[src/rtl/vector_pkg.sv]
// vector_pkg: shared constants and types for the vector drawing path.
//   ADR_*       image ROM start addresses for fixed sprites
//   X_BASE1..3  horizontal positions of the three bases
//   Y_BASE      common vertical position of the bases
//   draw_state_t  draw_scheduler state encoding
//   base_x()    maps a base number (0..2) to its X position
package vector_pkg;

  localparam logic [15:0] ADR_CURSOR     = 16'h0010;
  localparam logic [15:0] ADR_BASE       = 16'h0400;
  localparam logic [15:0] ADR_BASE_NUKED = 16'h0480;

  localparam logic [7:0] X_BASE1 = 8'd32;
  localparam logic [7:0] X_BASE2 = 8'd128;
  localparam logic [7:0] X_BASE3 = 8'd224;
  localparam logic [7:0] Y_BASE  = 8'd230;

  // Slot index value that means "all slots visited".
  localparam logic [2:0] LAST_SLOT = 3'd7;

  typedef enum logic [2:0] {
    ST_IDLE   = 3'd0,
    ST_SELECT = 3'd1,
    ST_ISSUE  = 3'd2,
    ST_WAIT   = 3'd3,
    ST_FINISH = 3'd4
  } draw_state_t;

  function automatic logic [7:0] base_x(input logic [1:0] n);
    case (n)
      2'd0:    base_x = X_BASE1;
      2'd1:    base_x = X_BASE2;
      default: base_x = X_BASE3;
    endcase
  endfunction

endpackage

[src/rtl/draw_watchdog.sv]
// draw_watchdog: bounds how long the scheduler waits for obj_done.
//   clk, rst : clock, synchronous active-high reset
//   clear    : zero the counter (asserted on the cycle that enters WAIT)
//   enable   : count this cycle (high in every WAIT cycle)
//   expire   : high on the enabled cycle where the count equals TIMEOUT-1,
//              i.e. the TIMEOUT-th WAIT cycle
module draw_watchdog #(
  parameter int TIMEOUT = 4096
) (
  input  logic clk,
  input  logic rst,
  input  logic clear,
  input  logic enable,
  output logic expire
);

  localparam int CW = $clog2(TIMEOUT + 1);
  localparam logic [CW-1:0] LAST = CW'(TIMEOUT - 1);

  logic [CW-1:0] count;

  always_ff @(posedge clk) begin
    if (rst || clear) begin
      count <= '0;
    end else if (enable) begin
      count <= count + CW'(1);
    end
  end

  assign expire = enable && (count == LAST);

endmodule

[src/rtl/draw_scheduler.sv]
// draw_scheduler: per-frame walker over the 7 drawable slots
// (0 cursor, 1-3 enemies, 4-6 bases). On frame_start the game state is
// snapshotted; each visible slot is then issued as one command and the
// scheduler waits for obj_done (or a watchdog timeout) before moving on.
//
// Ports:
//   clk, rst               clock, synchronous active-high reset
//   frame_start            one-cycle pulse that begins a frame
//   xcursor, ycursor       cursor position
//   xenemyN, yenemyN       enemy N position (N = 1..3)
//   spawn_enemyN           enemy N visible
//   adr_enemyN             enemy N sprite start address
//   baseN_nuked            base N destroyed
//   cmd_valid/cmd_ready    command handshake to the vector engine
//   cmd_adr, cmd_x, cmd_y  command payload
//   obj_done               engine finished current object (pulse)
//   busy                   frame in progress (any state but IDLE)
//   frame_done             one-cycle pulse in the FINISH cycle
//   frame_overrun          pulse the cycle after a frame_start seen while busy
//   timeout_err            pulse the cycle after a slot is abandoned
//   dbg_state              current FSM state (draw_state_t encoding)
//
// Command channel: a command transfers on a cycle where cmd_valid and
// cmd_ready are both high. Once cmd_valid rises it stays high, with
// cmd_adr/cmd_x/cmd_y unchanged, until that transfer (only rst drops it).
module draw_scheduler
  import vector_pkg::*;
#(
  parameter int OUT_WIDTH    = 8,
  parameter int ADDRESSWIDTH = 16,
  parameter int TIMEOUT      = 4096
) (
  input  logic                    clk,
  input  logic                    rst,
  input  logic                    frame_start,
  input  logic [OUT_WIDTH-1:0]    xcursor,
  input  logic [OUT_WIDTH-1:0]    ycursor,
  input  logic [OUT_WIDTH-1:0]    xenemy1,
  input  logic [OUT_WIDTH-1:0]    yenemy1,
  input  logic [OUT_WIDTH-1:0]    xenemy2,
  input  logic [OUT_WIDTH-1:0]    yenemy2,
  input  logic [OUT_WIDTH-1:0]    xenemy3,
  input  logic [OUT_WIDTH-1:0]    yenemy3,
  input  logic                    spawn_enemy1,
  input  logic                    spawn_enemy2,
  input  logic                    spawn_enemy3,
  input  logic [ADDRESSWIDTH-1:0] adr_enemy1,
  input  logic [ADDRESSWIDTH-1:0] adr_enemy2,
  input  logic [ADDRESSWIDTH-1:0] adr_enemy3,
  input  logic                    base1_nuked,
  input  logic                    base2_nuked,
  input  logic                    base3_nuked,
  output logic                    cmd_valid,
  input  logic                    cmd_ready,
  output logic [ADDRESSWIDTH-1:0] cmd_adr,
  output logic [OUT_WIDTH-1:0]    cmd_x,
  output logic [OUT_WIDTH-1:0]    cmd_y,
  input  logic                    obj_done,
  output logic                    busy,
  output logic                    frame_done,
  output logic                    frame_overrun,
  output logic                    timeout_err,
  output logic [2:0]              dbg_state
);

  draw_state_t state, state_next;
  logic [2:0]  idx;

  // Frame snapshot
  logic [OUT_WIDTH-1:0]    snap_xc, snap_yc;
  logic [OUT_WIDTH-1:0]    snap_xe  [3];
  logic [OUT_WIDTH-1:0]    snap_ye  [3];
  logic [ADDRESSWIDTH-1:0] snap_adr [3];
  logic [2:0]              snap_sp;
  logic [2:0]              snap_nk;

  // Current slot decode
  logic                    slot_vis;
  logic [ADDRESSWIDTH-1:0] slot_adr;
  logic [OUT_WIDTH-1:0]    slot_x, slot_y;
  logic [1:0]              ei, bi;

  // FSM control strobes
  logic take_snap, idx_clr, idx_inc, load_cmd, wd_clear, to_pulse;
  logic wd_expire;

  // Enemy slots are 1..3 -> enemy 0..2; base slots are 4..6 -> base 0..2,
  // which is just the low two bits of the index.
  assign ei = idx[1:0] - 2'd1;
  assign bi = idx[1:0];

  always_comb begin
    slot_vis = 1'b0;
    slot_adr = '0;
    slot_x   = '0;
    slot_y   = '0;
    case (idx)
      3'd0: begin
        slot_vis = 1'b1;
        slot_adr = ADDRESSWIDTH'(ADR_CURSOR);
        slot_x   = snap_xc;
        slot_y   = snap_yc;
      end
      3'd1, 3'd2, 3'd3: begin
        slot_vis = snap_sp[ei];
        slot_adr = snap_adr[ei];
        slot_x   = snap_xe[ei];
        slot_y   = snap_ye[ei];
      end
      3'd4, 3'd5, 3'd6: begin
        slot_vis = 1'b1;
        slot_adr = snap_nk[bi] ? ADDRESSWIDTH'(ADR_BASE_NUKED) : ADDRESSWIDTH'(ADR_BASE);
        slot_x   = OUT_WIDTH'(base_x(bi));
        slot_y   = OUT_WIDTH'(Y_BASE);
      end
      default: ;
    endcase
  end

  always_comb begin
    state_next = state;
    take_snap  = 1'b0;
    idx_clr    = 1'b0;
    idx_inc    = 1'b0;
    load_cmd   = 1'b0;
    wd_clear   = 1'b0;
    to_pulse   = 1'b0;
    case (state)
      ST_IDLE: begin
        if (frame_start) begin
          state_next = ST_SELECT;
          take_snap  = 1'b1;
          idx_clr    = 1'b1;
        end
      end
      ST_SELECT: begin
        if (idx == LAST_SLOT) begin
          state_next = ST_FINISH;
        end else if (slot_vis) begin
          state_next = ST_ISSUE;
          load_cmd   = 1'b1;
        end else begin
          idx_inc = 1'b1;
        end
      end
      ST_ISSUE: begin
        if (cmd_ready) begin
          state_next = ST_WAIT;
          wd_clear   = 1'b1;
        end
      end
      ST_WAIT: begin
        // A completion arriving on the expiry cycle counts as success.
        if (obj_done) begin
          state_next = ST_SELECT;
          idx_inc    = 1'b1;
        end else if (wd_expire) begin
          state_next = ST_SELECT;
          idx_inc    = 1'b1;
          to_pulse   = 1'b1;
        end
      end
      ST_FINISH: begin
        state_next = ST_IDLE;
      end
      default: begin
        state_next = ST_IDLE;
      end
    endcase
  end

  always_ff @(posedge clk) begin
    if (rst) begin
      state         <= ST_IDLE;
      idx           <= '0;
      cmd_adr       <= '0;
      cmd_x         <= '0;
      cmd_y         <= '0;
      timeout_err   <= 1'b0;
      frame_overrun <= 1'b0;
      snap_xc       <= '0;
      snap_yc       <= '0;
      snap_sp       <= '0;
      snap_nk       <= '0;
      for (int i = 0; i < 3; i++) begin
        snap_xe[i]  <= '0;
        snap_ye[i]  <= '0;
        snap_adr[i] <= '0;
      end
    end else begin
      state         <= state_next;
      timeout_err   <= to_pulse;
      frame_overrun <= frame_start && (state != ST_IDLE);
      if (idx_clr) begin
        idx <= '0;
      end else if (idx_inc) begin
        idx <= idx + 3'd1;
      end
      if (load_cmd) begin
        cmd_adr <= slot_adr;
        cmd_x   <= slot_x;
        cmd_y   <= slot_y;
      end
      if (take_snap) begin
        snap_xc     <= xcursor;
        snap_yc     <= ycursor;
        snap_xe[0]  <= xenemy1;
        snap_xe[1]  <= xenemy2;
        snap_xe[2]  <= xenemy3;
        snap_ye[0]  <= yenemy1;
        snap_ye[1]  <= yenemy2;
        snap_ye[2]  <= yenemy3;
        snap_adr[0] <= adr_enemy1;
        snap_adr[1] <= adr_enemy2;
        snap_adr[2] <= adr_enemy3;
        snap_sp     <= {spawn_enemy3, spawn_enemy2, spawn_enemy1};
        snap_nk     <= {base3_nuked, base2_nuked, base1_nuked};
      end
    end
  end

  draw_watchdog #(.TIMEOUT(TIMEOUT)) u_watchdog (
    .clk    (clk),
    .rst    (rst),
    .clear  (wd_clear),
    .enable (state == ST_WAIT),
    .expire (wd_expire)
  );

  assign cmd_valid  = (state == ST_ISSUE);
  assign busy       = (state != ST_IDLE);
  assign frame_done = (state == ST_FINISH);
  assign dbg_state  = state;

endmodule

[config.mk]
export PLATFORM = sky130hd
export DESIGN_NAME = draw_scheduler
export DESIGN_NICKNAME = d
export VERILOG_FILES = /design/src/rtl/vector_pkg.sv /design/src/rtl/draw_watchdog.sv /design/src/rtl/draw_scheduler.sv
export SDC_FILE = /design/constraint.sdc
export NUM_CORES = 1
export LEC_CHECK = 0
export BUFFER_PORTS_ARGS = -buffer_cell sky130_fd_sc_hd__buf_2
export CAP_MARGIN = 20
export CORE_MARGIN = 2
export CORE_UTILIZATION = 45
export CTS_CLUSTER_DIAMETER = 200
export DETAILED_ROUTE_END_ITERATION = 8
export PLACE_DENSITY_LB_ADDON = 0.3
export SLEW_MARGIN = 20
export SYNTH_ARGS = -nofsm -noshare
export SYNTH_HDL_FRONTEND = slang
export SYNTH_SLANG_ARGS = --single-unit
[constraint.sdc]
create_clock -name clk -period 3.2 [get_ports clk]
set_input_delay 0 -clock clk [delete_from_list [all_inputs] [get_ports clk]]
set_output_delay 0 -clock clk [all_outputs]
set_load 0.01 [all_outputs]
==> impl_metrics.ini <==
[global_route]
grt_overflow = 0
grt_first_pass_wirelength_mm = 29.8
antenna_found_initial = 0
grt_max_degree = 119
grt_pass1_vias = 5948
grt_usage_pct = 21.5

[pwr]
p_leak_nw = 4.05
cellPowerDensity_mw_per_mm2 = 543
switching_power_mw = 1.36
internal-power_mw = 4.19
vdd_ir_drop_max_mv = 0.371
switching_share_pct = 24.5
p_comb_share_pct = 15.0
clkPwrFrac_pct = 36.5
pwr-share-seq_pct = 48.4

[logic_synthesis]
async_flop_share_pct = 0
ys_ff_latch = 171
synth.top_cells.by_count = and2_1, edfxtp_1, dfxtp_1, a21oi_1, nor2_1
synth_edf_count = 96
synth_warnings = 0
ys_seq_area_share_pct = 58.9
synthTopCellsByArea = edfxtp_1, dfxtp_1, and2_1
synth_area_mm2 = 0.00745
synth_cells = 666
synth.most_common_cell = and2_1
yosysTopAreaCellShare_pct = 38.7
synth_top_area_cell = edfxtp_1
yosysUniqueCellTypes = 55
synth_nets = 797
synth_top_flop_cell = edfxtp_1
avgSynthCellArea_um2 = 11.2

[critical_path]
r2r_end = cmd_adr[4]
slowest_stage = or2_2
r2r_slack_ps = 690
path_max_fanout = 34
cp.arrival_ps = 2780
crit_type = flip-flop to flip-flop
cp.required_ps = 3470
max_stage_delay_ps = 530
path_cells = inv_1 -> ha_1 -> o21ba_2 -> or2_2 -> a21boi_1 -> buf_4 -> a2111oi_0 -> nor3_1
start_kind = flip-flop
reg2reg_from = idx[1]
reg2reg_depth = 8
worstSetupEndpointType = flip-flop

[cts]
cts_tree = yes
worstSkewPairLatency_ps = 420
clk_pin_slew_worst_paths_ps = 60
ctsHtreeMaxLevel = 4
clockBufferDepth = 2
cts_setup_buffers = 0
root_buffer = clkbuf_16
cts_made_buffers = 17
cts_sinks = 171

[floorplan]
die_h_um = 133
core_area_mm2 = 0.0164
num_rows = 47
initial_utilization_pct = 45.4
io_pins = 163
dieArea_mm2 = 0.0176
die_width_um = 133

[sta]
period_share_pct = 78.3
skew_ps = 6.17
min_period_ps = 2510
rsz0062_at_grt = false
slew_violations = 0
setup_viol = 0
hold_viol_final = 0
slew_headroom_pct = 43.9
fin_setup_tns_ps = 0
tightestPinTransition_ps = 839
max_freq_mhz = 399

[cells_and_area]
drive_gt1_share_pct = 23.1
fin_cells = 1156
nNetsFinal = 1055
area_delta_synth_final_pct = 37.3
post-route-util_pct = 62.3
fill_cells = 1295
antenna_cells = 0

[min_path]
hp-class = input pin to flip-flop
min_path_cells = 4
whs_endpoint = dbg_state[1]
hp-start = cmd_ready

[route]
route.detailed.drc = 0
via_per_inst = 5.15
routed_wl_mm = 18.8
detail-route-antenna-nets = 0
drt-initial-drc-count = 550
firstDrtPassIters = 5
vias = 5949
wire_per_inst_um = 16.2

[place]
placed_cells = 1005
portBuffers = 162
gp_congestion = 0.777
hpwl_mm = 12.0

[run_status]
status = completed

[job]
maxCapViolCount = 0
logic make-up after synthesis:
| kind of cell | count (synthesis) | synth area share (%) |
|---|---|---|
| AOI/OAI and AO/OA | 154 | 13.7 |
| xor gates and xnor gates | 10 | 1.18 |
| adders and majority gates | 8 | 1.34 |
| buffers and inverters | 59 | 3.29 |
| DFF | 171 | 58.9 |
| muxes | 37 | 4.99 |
| and+or+nand+nor | 227 | 16.6 |
per-layer routing:
| metal | global-route usage, % | part of all wire [%] | vias up |
|---|---|---|---|
| met5 | 0 | 0 | - |
| met4 | 7.89 | 2.2 | 0 |
| met3 | 4.21 | 5.5 | 37 |
| met2 | 36.0 | 49 | 213 |
| met1 | 27.9 | 44 | 2776 |
| li1 | - | - | 2923 |
critical path: cells and delay by family, from the launching register on:
kind / cells / cell delay, ps
adders and majority gates: 1 / 250
buffers and inverters: 2 / 390
and+or+nand+nor: 2 / 610
DFF: 1 / 380
AOI/OAI and AO/OA: 3 / 730
registers in the layout, summed over array words and instances (netlist names):
| register | cells |
|---|---|
| idx | 3 |
| dbg_state | 3 |
| cmd_x | 8 |
| snap_yc | 8 |
| cmd_y | 8 |
| u_watchdog.count | 13 |
| snap_sp | 3 |
| cmd_adr | 16 |
| snap_xc | 8 |
| snap_nk | 3 |
| snap_ye | 24 |
| snap_adr | 48 |
| snap_xe | 24 |
| timeout_err | 1 |
| frame_overrun | 1 |
cell usage in the layout (no fill, tap or decap), types with 2 or more instances in the layout:
| cell type | count |
|---|---|
| buf_2 | 162 |
| dlygate4sd3_1 | 120 |
| and2_1 | 97 |
| edfxtp_1 | 96 |
| dfxtp_1 | 74 |
| a21oi_1 | 68 |
| nor2_1 | 62 |
| mux2i_1 | 36 |
| a22o_1 | 22 |
| clkbuf_16 | 17 |
| o21ai_0 | 16 |
| nand4_1 | 15 |
| nand2_1 | 13 |
| a311oi_1 | 12 |
| nor3_1 | 12 |
| a22oi_1 | 9 |
| a2111oi_0 | 8 |
| xnor2_1 | 8 |
| ha_1 | 7 |
| buf_4 | 6 |
| inv_1 | 5 |
| nand3_1 | 5 |
| or3_1 | 4 |
| clkinvlp_4 | 4 |
| o21a_1 | 3 |
| bufinv_16 | 3 |
| buf_12 | 3 |
| nor2b_1 | 2 |
| nand2b_1 | 2 |
| or2_2 | 2 |
| o21ai_1 | 2 |
| and3b_1 | 2 |
| xor2_1 | 2 |
| a222oi_1 | 2 |
| clkbuf_1 | 2 |
| clkinvlp_2 | 2 |
how the worst max path moves through the flow:
stage                  from        endpoint  slack [ps]
4_1_cts              idx[1]        cmd_y[2]         390
3_5_place_dp         idx[1]        cmd_y[2]         420
5_1_grt              idx[1]     cmd_adr[12]         540
3_3_place_gp         idx[1]     cmd_adr[10]         560
2_1_floorplan  dbg_state[2]  snap_adr[0][0]          40
6_report             idx[1]      cmd_adr[4]         690
metrics by stage:
stage	worst slack, ps	total power [mW]	hold slack [ps]	cell area (µm²)
final	693	5.56	79.3	10200
after global routing	536	5.78	96.5	10200
after CTS	392	5.59	64.6	10200
after detailed placement	418	3.45	213	8440
after global placement	562	3.42	212	8440
after floorplan	40.3	3.16	126	7450
repair_timing:
| action | 4_1_cts | 5_1_grt |
|---|---|---|
| gates resized for setup | 0 | 0 |
| hold buffers | 120 | 0 |
| endpoints found under the hold margin | 120 | 0 |
power groups by stage:
stage	registers, mW	logic (mW)	clock network [mW]
3_3_place_gp	2.73	0.694	0
2_1_floorplan	2.73	0.440	0
6_report	2.69	0.836	2.03
3_5_place_dp	2.73	0.720	0
4_1_cts	2.69	0.835	2.07
5_1_grt	2.71	0.921	2.15
final cells by class:
cell class / instances / area, µm² / area share, %
flip-flops and latches: 171 / 4390 / 42.9
multi-input cells: 436 / 2840 / 27.7
repair buffers: 291 / 2120 / 20.7
clock buffers: 19 / 433 / 4.23
well taps: 220 / 275 / 2.69
clock inverters: 12 / 149 / 1.46
inverters: 7 / 30.0 / 0.294
(Power assumes the default switching activity.)
